==> src/rtl/coord_tx_sequencer_pkg.sv <==
// Shared types and constants for the coordinate TX sequencer.
// Optional checksum byte: define COORD_CHKSUM_EN to build the 6-byte packet
// (trailing XOR byte); leave it undefined for the 5-byte packet.
package coord_tx_pkg;

    // Byte FSM states; CHK is only reachable when the checksum build is enabled.
    typedef enum logic [2:0] {
        IDLE = 3'd0,
        HDR  = 3'd1,
        XH   = 3'd2,
        XL   = 3'd3,
        YH   = 3'd4,
        YL   = 3'd5,
        CHK  = 3'd6
    } state_t;

    // Sync byte; the sink realigns on this after any aborted packet.
    localparam logic [7:0] PKT_HDR = 8'hAA;

`ifdef COORD_CHKSUM_EN
    localparam int PKT_LEN = 6;
`else
    localparam int PKT_LEN = 5;
`endif

    // XOR of the four coordinate bytes carried in the packet.
    function automatic logic [7:0] coord_chk(input logic [15:0] x, input logic [15:0] y);
        return x[15:8] ^ x[7:0] ^ y[15:8] ^ y[7:0];
    endfunction

endpackage

==> src/rtl/coord_tx_sequencer_if.sv <==
// Byte-wide TX stream between the sequencer and the UART/host transmitter.
// Handshake: the master raises tx_valid with tx_data and holds both stable
// until the cycle where tx_valid && tx_ready; that cycle transfers the byte.
// tx_valid never depends on tx_ready.
interface coord_tx_sequencer_if;
    logic [7:0] tx_data;
    logic       tx_valid;
    logic       tx_ready;

    modport master (output tx_data, output tx_valid, input tx_ready);
    modport slave  (input tx_data, input tx_valid, output tx_ready);
endinterface

==> src/rtl/coord_tx_sequencer_tick_gen.sv <==
// Free-running divider: counts 0..TICK_DIV-1 and flags the terminal count
// for exactly one cycle per period.
module tick_gen #(
    parameter int TICK_DIV = 27_000_000 / 10
) (
    input  logic clk,
    input  logic rst_n,
    output logic o_tick
);

    localparam int CW = (TICK_DIV > 2) ? $clog2(TICK_DIV) : 1;
    localparam logic [CW-1:0] LAST_CNT = CW'(TICK_DIV - 1);

    logic [CW-1:0] r_cnt;

    // Wrap the counter at the terminal count, otherwise increment.
    always_ff @(posedge clk or negedge rst_n) begin
        if (!rst_n) begin
            r_cnt <= '0;
        end else if (r_cnt == LAST_CNT) begin
            r_cnt <= '0;
        end else begin
            r_cnt <= r_cnt + 1'b1;
        end
    end

    assign o_tick = (r_cnt == LAST_CNT);

endmodule

==> src/rtl/coord_tx_sequencer.sv <==
// Coordinate TX sequencer: frames snapshotted (x, y) coordinates into
// header/coordinate(/checksum) byte packets on a valid/ready byte stream.
// Sends are triggered by coord_vld or the periodic tick; one trigger can be
// queued while a packet is in flight, further ones are dropped and counted.
// Build option: COORD_CHKSUM_EN appends an XOR checksum byte (CHK state).
module coord_tx_sequencer
    import coord_tx_pkg::*;
#(
    parameter int TICK_DIV = 27_000_000 / 10,
    parameter int TICK_EN  = 1
) (
    input  logic                        clk,
    input  logic                        rst_n,
    input  logic [15:0]                 coord_x,
    input  logic [15:0]                 coord_y,
    input  logic                        coord_vld,
    coord_tx_sequencer_if.master        tx,
    output logic                        busy,
    output logic [7:0]                  drop_cnt,
    output state_t                      dbg_state
);

    // The state whose handshake completes a packet.
    localparam state_t LAST_ST = (PKT_LEN == 6) ? CHK : YL;

    state_t      r_state;
    state_t      w_state_nxt;
    logic [15:0] r_x;
    logic [15:0] r_y;
    logic        r_pending;
    logic [7:0]  r_drop_cnt;

    logic        w_tick;
    logic        w_trig;
    logic        w_busy;
    logic        w_hs;
    logic        w_last_hs;
    logic        w_load;

    generate
        if (TICK_EN != 0) begin : g_tick
            tick_gen #(.TICK_DIV(TICK_DIV)) u_tick_gen (
                .clk    (clk),
                .rst_n  (rst_n),
                .o_tick (w_tick)
            );
        end else begin : g_no_tick
            assign w_tick = 1'b0;
        end
    endgenerate

    // A tick and a coord_vld in the same cycle merge into one trigger.
    assign w_trig    = coord_vld | w_tick;
    assign w_busy    = (r_state != IDLE);
    assign w_hs      = tx.tx_valid & tx.tx_ready;
    assign w_last_hs = (r_state == LAST_ST) & w_hs;
    // A trigger arriving on the final handshake is served like a queued one,
    // so the next packet follows back-to-back rather than being lost.
    assign w_load    = (!w_busy & w_trig) | (w_last_hs & (r_pending | w_trig));

    // State register; reset aborts any packet in flight.
    always_ff @(posedge clk or negedge rst_n) begin
        if (!rst_n) begin
            r_state <= IDLE;
        end else begin
            r_state <= w_state_nxt;
        end
    end

    // Next-state and stream outputs; bytes advance only on a handshake.
    always_comb begin
        w_state_nxt = r_state;
        tx.tx_valid = w_busy;
        tx.tx_data  = 8'h00;
        case (r_state)
            IDLE: begin
                if (w_trig) w_state_nxt = HDR;
            end
            HDR: begin
                tx.tx_data = PKT_HDR;
                if (w_hs) w_state_nxt = XH;
            end
            XH: begin
                tx.tx_data = r_x[15:8];
                if (w_hs) w_state_nxt = XL;
            end
            XL: begin
                tx.tx_data = r_x[7:0];
                if (w_hs) w_state_nxt = YH;
            end
            YH: begin
                tx.tx_data = r_y[15:8];
                if (w_hs) w_state_nxt = YL;
            end
            YL: begin
                tx.tx_data = r_y[7:0];
`ifdef COORD_CHKSUM_EN
                if (w_hs) w_state_nxt = CHK;
`else
                if (w_hs) w_state_nxt = w_load ? HDR : IDLE;
`endif
            end
`ifdef COORD_CHKSUM_EN
            CHK: begin
                tx.tx_data = coord_chk(r_x, r_y);
                if (w_hs) w_state_nxt = w_load ? HDR : IDLE;
            end
`endif
            default: begin
                w_state_nxt = IDLE;
            end
        endcase
    end

    // Snapshot the coordinates whenever a packet is about to start.
    always_ff @(posedge clk or negedge rst_n) begin
        if (!rst_n) begin
            r_x <= '0;
            r_y <= '0;
        end else if (w_load) begin
            r_x <= coord_x;
            r_y <= coord_y;
        end
    end

    // One-deep trigger queue and saturating drop counter.
    always_ff @(posedge clk or negedge rst_n) begin
        if (!rst_n) begin
            r_pending  <= 1'b0;
            r_drop_cnt <= '0;
        end else begin
            if (w_busy && w_trig && r_pending && (r_drop_cnt != 8'hFF)) begin
                r_drop_cnt <= r_drop_cnt + 1'b1;
            end
            if (w_last_hs) begin
                r_pending <= 1'b0;
            end else if (w_busy && w_trig) begin
                r_pending <= 1'b1;
            end
        end
    end

    assign busy      = w_busy;
    assign drop_cnt  = r_drop_cnt;
    assign dbg_state = r_state;

endmodule

==> src/flat_wrapper.sv <==
// flat-port wrapper written by rule: the top's interface ports become plain ports
module coord_tx_sequencer_flat import coord_tx_pkg::*;
#(
    parameter int TICK_DIV = 27_000_000 / 10,
    parameter int TICK_EN  = 1
)
  (clk, rst_n, coord_x, coord_y, coord_vld, busy, drop_cnt, dbg_state, tx_tx_data, tx_tx_valid, tx_tx_ready);
  coord_tx_sequencer_if tx_i ();
  input  logic clk;
  input  logic rst_n;
  input  logic [15:0] coord_x;
  input  logic [15:0] coord_y;
  input  logic coord_vld;
  output logic busy;
  output logic [7:0] drop_cnt;
  output state_t dbg_state;
  output wire logic [$bits(tx_i.tx_data)-1:0] tx_tx_data;
  output wire logic [$bits(tx_i.tx_valid)-1:0] tx_tx_valid;
  input wire logic [$bits(tx_i.tx_ready)-1:0] tx_tx_ready;
  assign tx_tx_data = tx_i.tx_data;
  assign tx_tx_valid = tx_i.tx_valid;
  assign tx_i.tx_ready = tx_tx_ready;
  coord_tx_sequencer #(.TICK_DIV(TICK_DIV), .TICK_EN(TICK_EN)) u_core (.clk(clk), .rst_n(rst_n), .coord_x(coord_x), .coord_y(coord_y), .coord_vld(coord_vld), .tx(tx_i), .busy(busy), .drop_cnt(drop_cnt), .dbg_state(dbg_state));
endmodule
==> config.mk <==
export PLATFORM = sky130hd
export DESIGN_NAME = coord_tx_sequencer_flat
export DESIGN_NICKNAME = d
export VERILOG_FILES = /design/src/rtl/coord_tx_sequencer_pkg.sv /design/src/rtl/coord_tx_sequencer_if.sv /design/src/rtl/coord_tx_sequencer_tick_gen.sv /design/src/rtl/coord_tx_sequencer.sv /design/src/flat_wrapper.sv
export SDC_FILE = /design/constraint.sdc
export NUM_CORES = 1
export LEC_CHECK = 0
export BUFFER_PORTS_ARGS = -buffer_cell sky130_fd_sc_hd__buf_2
export CAP_MARGIN = 20
export CORE_UTILIZATION = 55
export CTS_CLUSTER_DIAMETER = 150
export DETAILED_ROUTE_END_ITERATION = 8
export PLACE_DENSITY = 0.78
export SYNTH_ARGS = -nofsm -noshare
export SYNTH_HDL_FRONTEND = slang
export SYNTH_HIERARCHICAL = 1
export SYNTH_SLANG_ARGS = --single-unit
==> constraint.sdc <==
create_clock -name clk -period 3.3 [get_ports clk]
set_input_delay 0.33 -clock clk [delete_from_list [all_inputs] [get_ports clk]]
set_output_delay 0.33 -clock clk [all_outputs]
set_load 0.01 [all_outputs]
==> results.tsv <==
metric	value	unit
hold_class	primary input to flip-flop	
grt_max_degree	47	
p_int	0.00210	W
cts.sinks	66	
ys_seq_elements	66	
root_buffer	clkbuf_8	
synth_top_area_share	48.9	%
cts_buffers	9	
final_cell_mix	66 x dfrtp_1, 56 x buf_2, 34 x nor2_1, 31 x mux2_2, 16 x nand3_1	
pwr-share-clk	21.0	%
synthTopCellsByArea	dfrtp_1 49%, mux2_2 10%, nor2_1 3.8%	
place.gp.congestion	0.840	
p_total	0.00320	W
p_per_area	816	nW/um^2
detail_route.wirelength	6680	microns
ys.warnings.count	6	
slowest_stage	or4_1	
grt_pass1_wl	11300	microns
syn_nets	333	
cts_setup_buffers	0	
crit_required	3.52	ns
cts_max_level	3	
synth_cell_types	50	
p_sw_share	34.4	%
mappedNetlistArea	3370	sq um
worst_path_largest_cell_delay	0.53	ns
clk_pin_slew	0.07	ns
pin_count	57	
seq_area	1650	sq um
cap_viol_max_count	0	
dieArea	6450	sq um
nFillCells	503	
initial_core_util	57.0	%
portBuffers	56	
final_core_utilization	66.3	%
setup-tns-final	0	ns
rsz0062_at_grt	false	
syn_area_per_cell	11.5	sq um
cts_tree	done	
drt_iter0_drc	102	
power.switching	0.00110	W
critPathArrivalTime	3.14	ns
layout_commonest_cell	dfrtp_1	
combPwrFrac	38.0	%
finalCriticalPeriod	2.91	ns
setup_viol	0	
remaining_drc_errors	0	
fmaxAchievable	343	MHz
overflow	0	
multiInputGateArea	1610	sq um
yosys.area.top_type	dfrtp_1	
antenna_cells	0	
ctsResizeCount	0	
start_kind	flip-flop	
wl_per_cell	15.4	microns
ys_seq_area_share	48.9	%
netlist_instances	294	
crit_chain	or4_1, or4_4, nor4_4, buf_4, o21a_1, and4_4, nand4_2, mux2_4	
final_max_slew_viol_count	0	
die_x	80.3	microns
criticalPathCategory	flip-flop to flip-flop	
grt_pass1_vias	2566	
critPathMaxFanout	14	
vias	2466	
fin_crit_sh	88.3	%
finalNetCount	395	
worst_pin_slew	0.641	ns
dpl.hpwl	4830	microns
core_area	5920	sq um
irDropWorstVdd	475	uV
synthToLayoutAreaGrowth	16.2	%
insertion_delay	0.34	ns
cts_buffer_depth	2	
hold_viol	0	
grt_use_total	23.5	%
die_y	80.3	microns
first_pass_iters	4	
cts-hold-fix-buffers	0	
skew	0.00716	ns
ant_nets	0	
outcome	complete, no violations	
worst_setup_path_end_kind	flip-flop	
maxSlewHeadroom	56.9	%
seqPwrFrac	41.0	%
p_leak	1.77	nW
viasPerCell	5.68	
grt_antenna_before_repair	0	
drive_gt1_share	34.0	%
rows	28	
whs	0.208	ns
-- through the flow --
step	area [sq um]	worst slack, ns	std cells
after detailed placement	3700	0.392	418
after global routing	3920	0.289	434
after global placement	3700	0.497	418
final	3920	0.386	434
after floorplan	3370	0.388	294
after CTS	3890	0.387	432
-- routing by layer --
metal  share of wire (%)  up-vias  track usage (%)  routed length [microns]
met5                   0        -                0                        0
met4                 1.8        0             11.4                      122
met3                 5.0       16             5.91                      331
met2                  50       76             41.1                     3370
met1                  43     1195             26.5                     2850
li1                    -     1179                -                        -
-- state kept, by name, indices dropped and copies added (netlist names) --
register / flops
u_core/dbg_state: 3
u_core/r_y: 16
u_core/r_pending: 1
u_core/drop_cnt: 8
u_core/g_tick.u_tick_gen/r_cnt: 22
u_core/r_x: 16
-- critical path: cells and delay by family, from the launching register on --
family,cells,cell delay [ns]
compound gates,1,0.22
simple gates,5,1.56
flops,1,0.44
buf+inv,1,0.27
mux,1,0.31
-- synth_stat cells (all sizes together) --
library cell  count
o21ai             1
nand2b            7
o21bai            1
nor3              7
nor2             35
nand3b            3
nand4             7
xnor2            14
xor2              7
o31ai             2
inv               5
ha                3
o211a             1
a211o             1
dfrtp            66
or4               6
nor2b             5
buf              10
a31oi             1
o32a              1
nor3b             1
clkbuf            2
nand2            11
nor4              4
a21oi             9
or3               2
or2               2
o211ai            1
and4              3
a32oi             1
mux2i            12
o22a              5
o21a              1
mux2             35
a221oi            1
and3b             1
a311oi            3
nand3            16
nand4b            1
-- power by group through the flow --
stage | sequential (W) | combinational [W] | clock (W)
floorplan | 0.00125 | 0.000996 | 0
global placement | 0.00132 | 0.00119 | 0
detailed placement | 0.00133 | 0.00123 | 0
CTS | 0.00132 | 0.00123 | 0.000687
global route | 0.00136 | 0.00136 | 0.000714
finish | 0.00131 | 0.00122 | 0.000672
-- worst paths after layout --
check	start	cells past startpoint	slack, ns	endpoint
worst min register to register	u_core/r_y[6]	1	0.49	u_core/r_y[6]
min in group asynchronous	rst_n	2	0.42	u_core/g_tick.u_tick_gen/r_cnt[14]
worst max register to register	u_core/g_tick.u_tick_gen/r_cnt[8]	8	0.39	u_core/drop_cnt[5]
worst max-delay path	u_core/g_tick.u_tick_gen/r_cnt[8]	8	0.39	u_core/drop_cnt[5]
worst min-delay path	coord_y[6]	2	0.21	u_core/r_y[6]
max in group asynchronous	rst_n	4	2.15	u_core/r_y[13]
-- cell type report --
type | count | share of cell area, %
timing repair buffer | 63 | 9.19
clock inverter | 3 | 1.02
sequential | 66 | 42.1
multi-input combinational | 211 | 41.0
tap | 75 | 2.39
clock buffer | 11 | 3.86
inverter | 5 | 0.478
-- logic make-up (layout without fill, tap and decap cells) --
| kind of cell | Yosys count | in the layout | synth area share, % |
|---|---|---|---|
| AND/OR/NAND/NOR | 111 | 111 | 19.3 |
| flip-flops | 66 | 66 | 48.9 |
| multiplexers | 47 | 47 | 15.4 |
| AO/OA/AOI/OAI | 29 | 29 | 6.38 |
| XOR/XNOR | 21 | 21 | 5.45 |
| buffers and inverters | 17 | 82 | 3.45 |
| adder cells (fa/ha/maj) | 3 | 3 | 1.11 |
No activity file was read; power rests on OpenSTA's default activity.
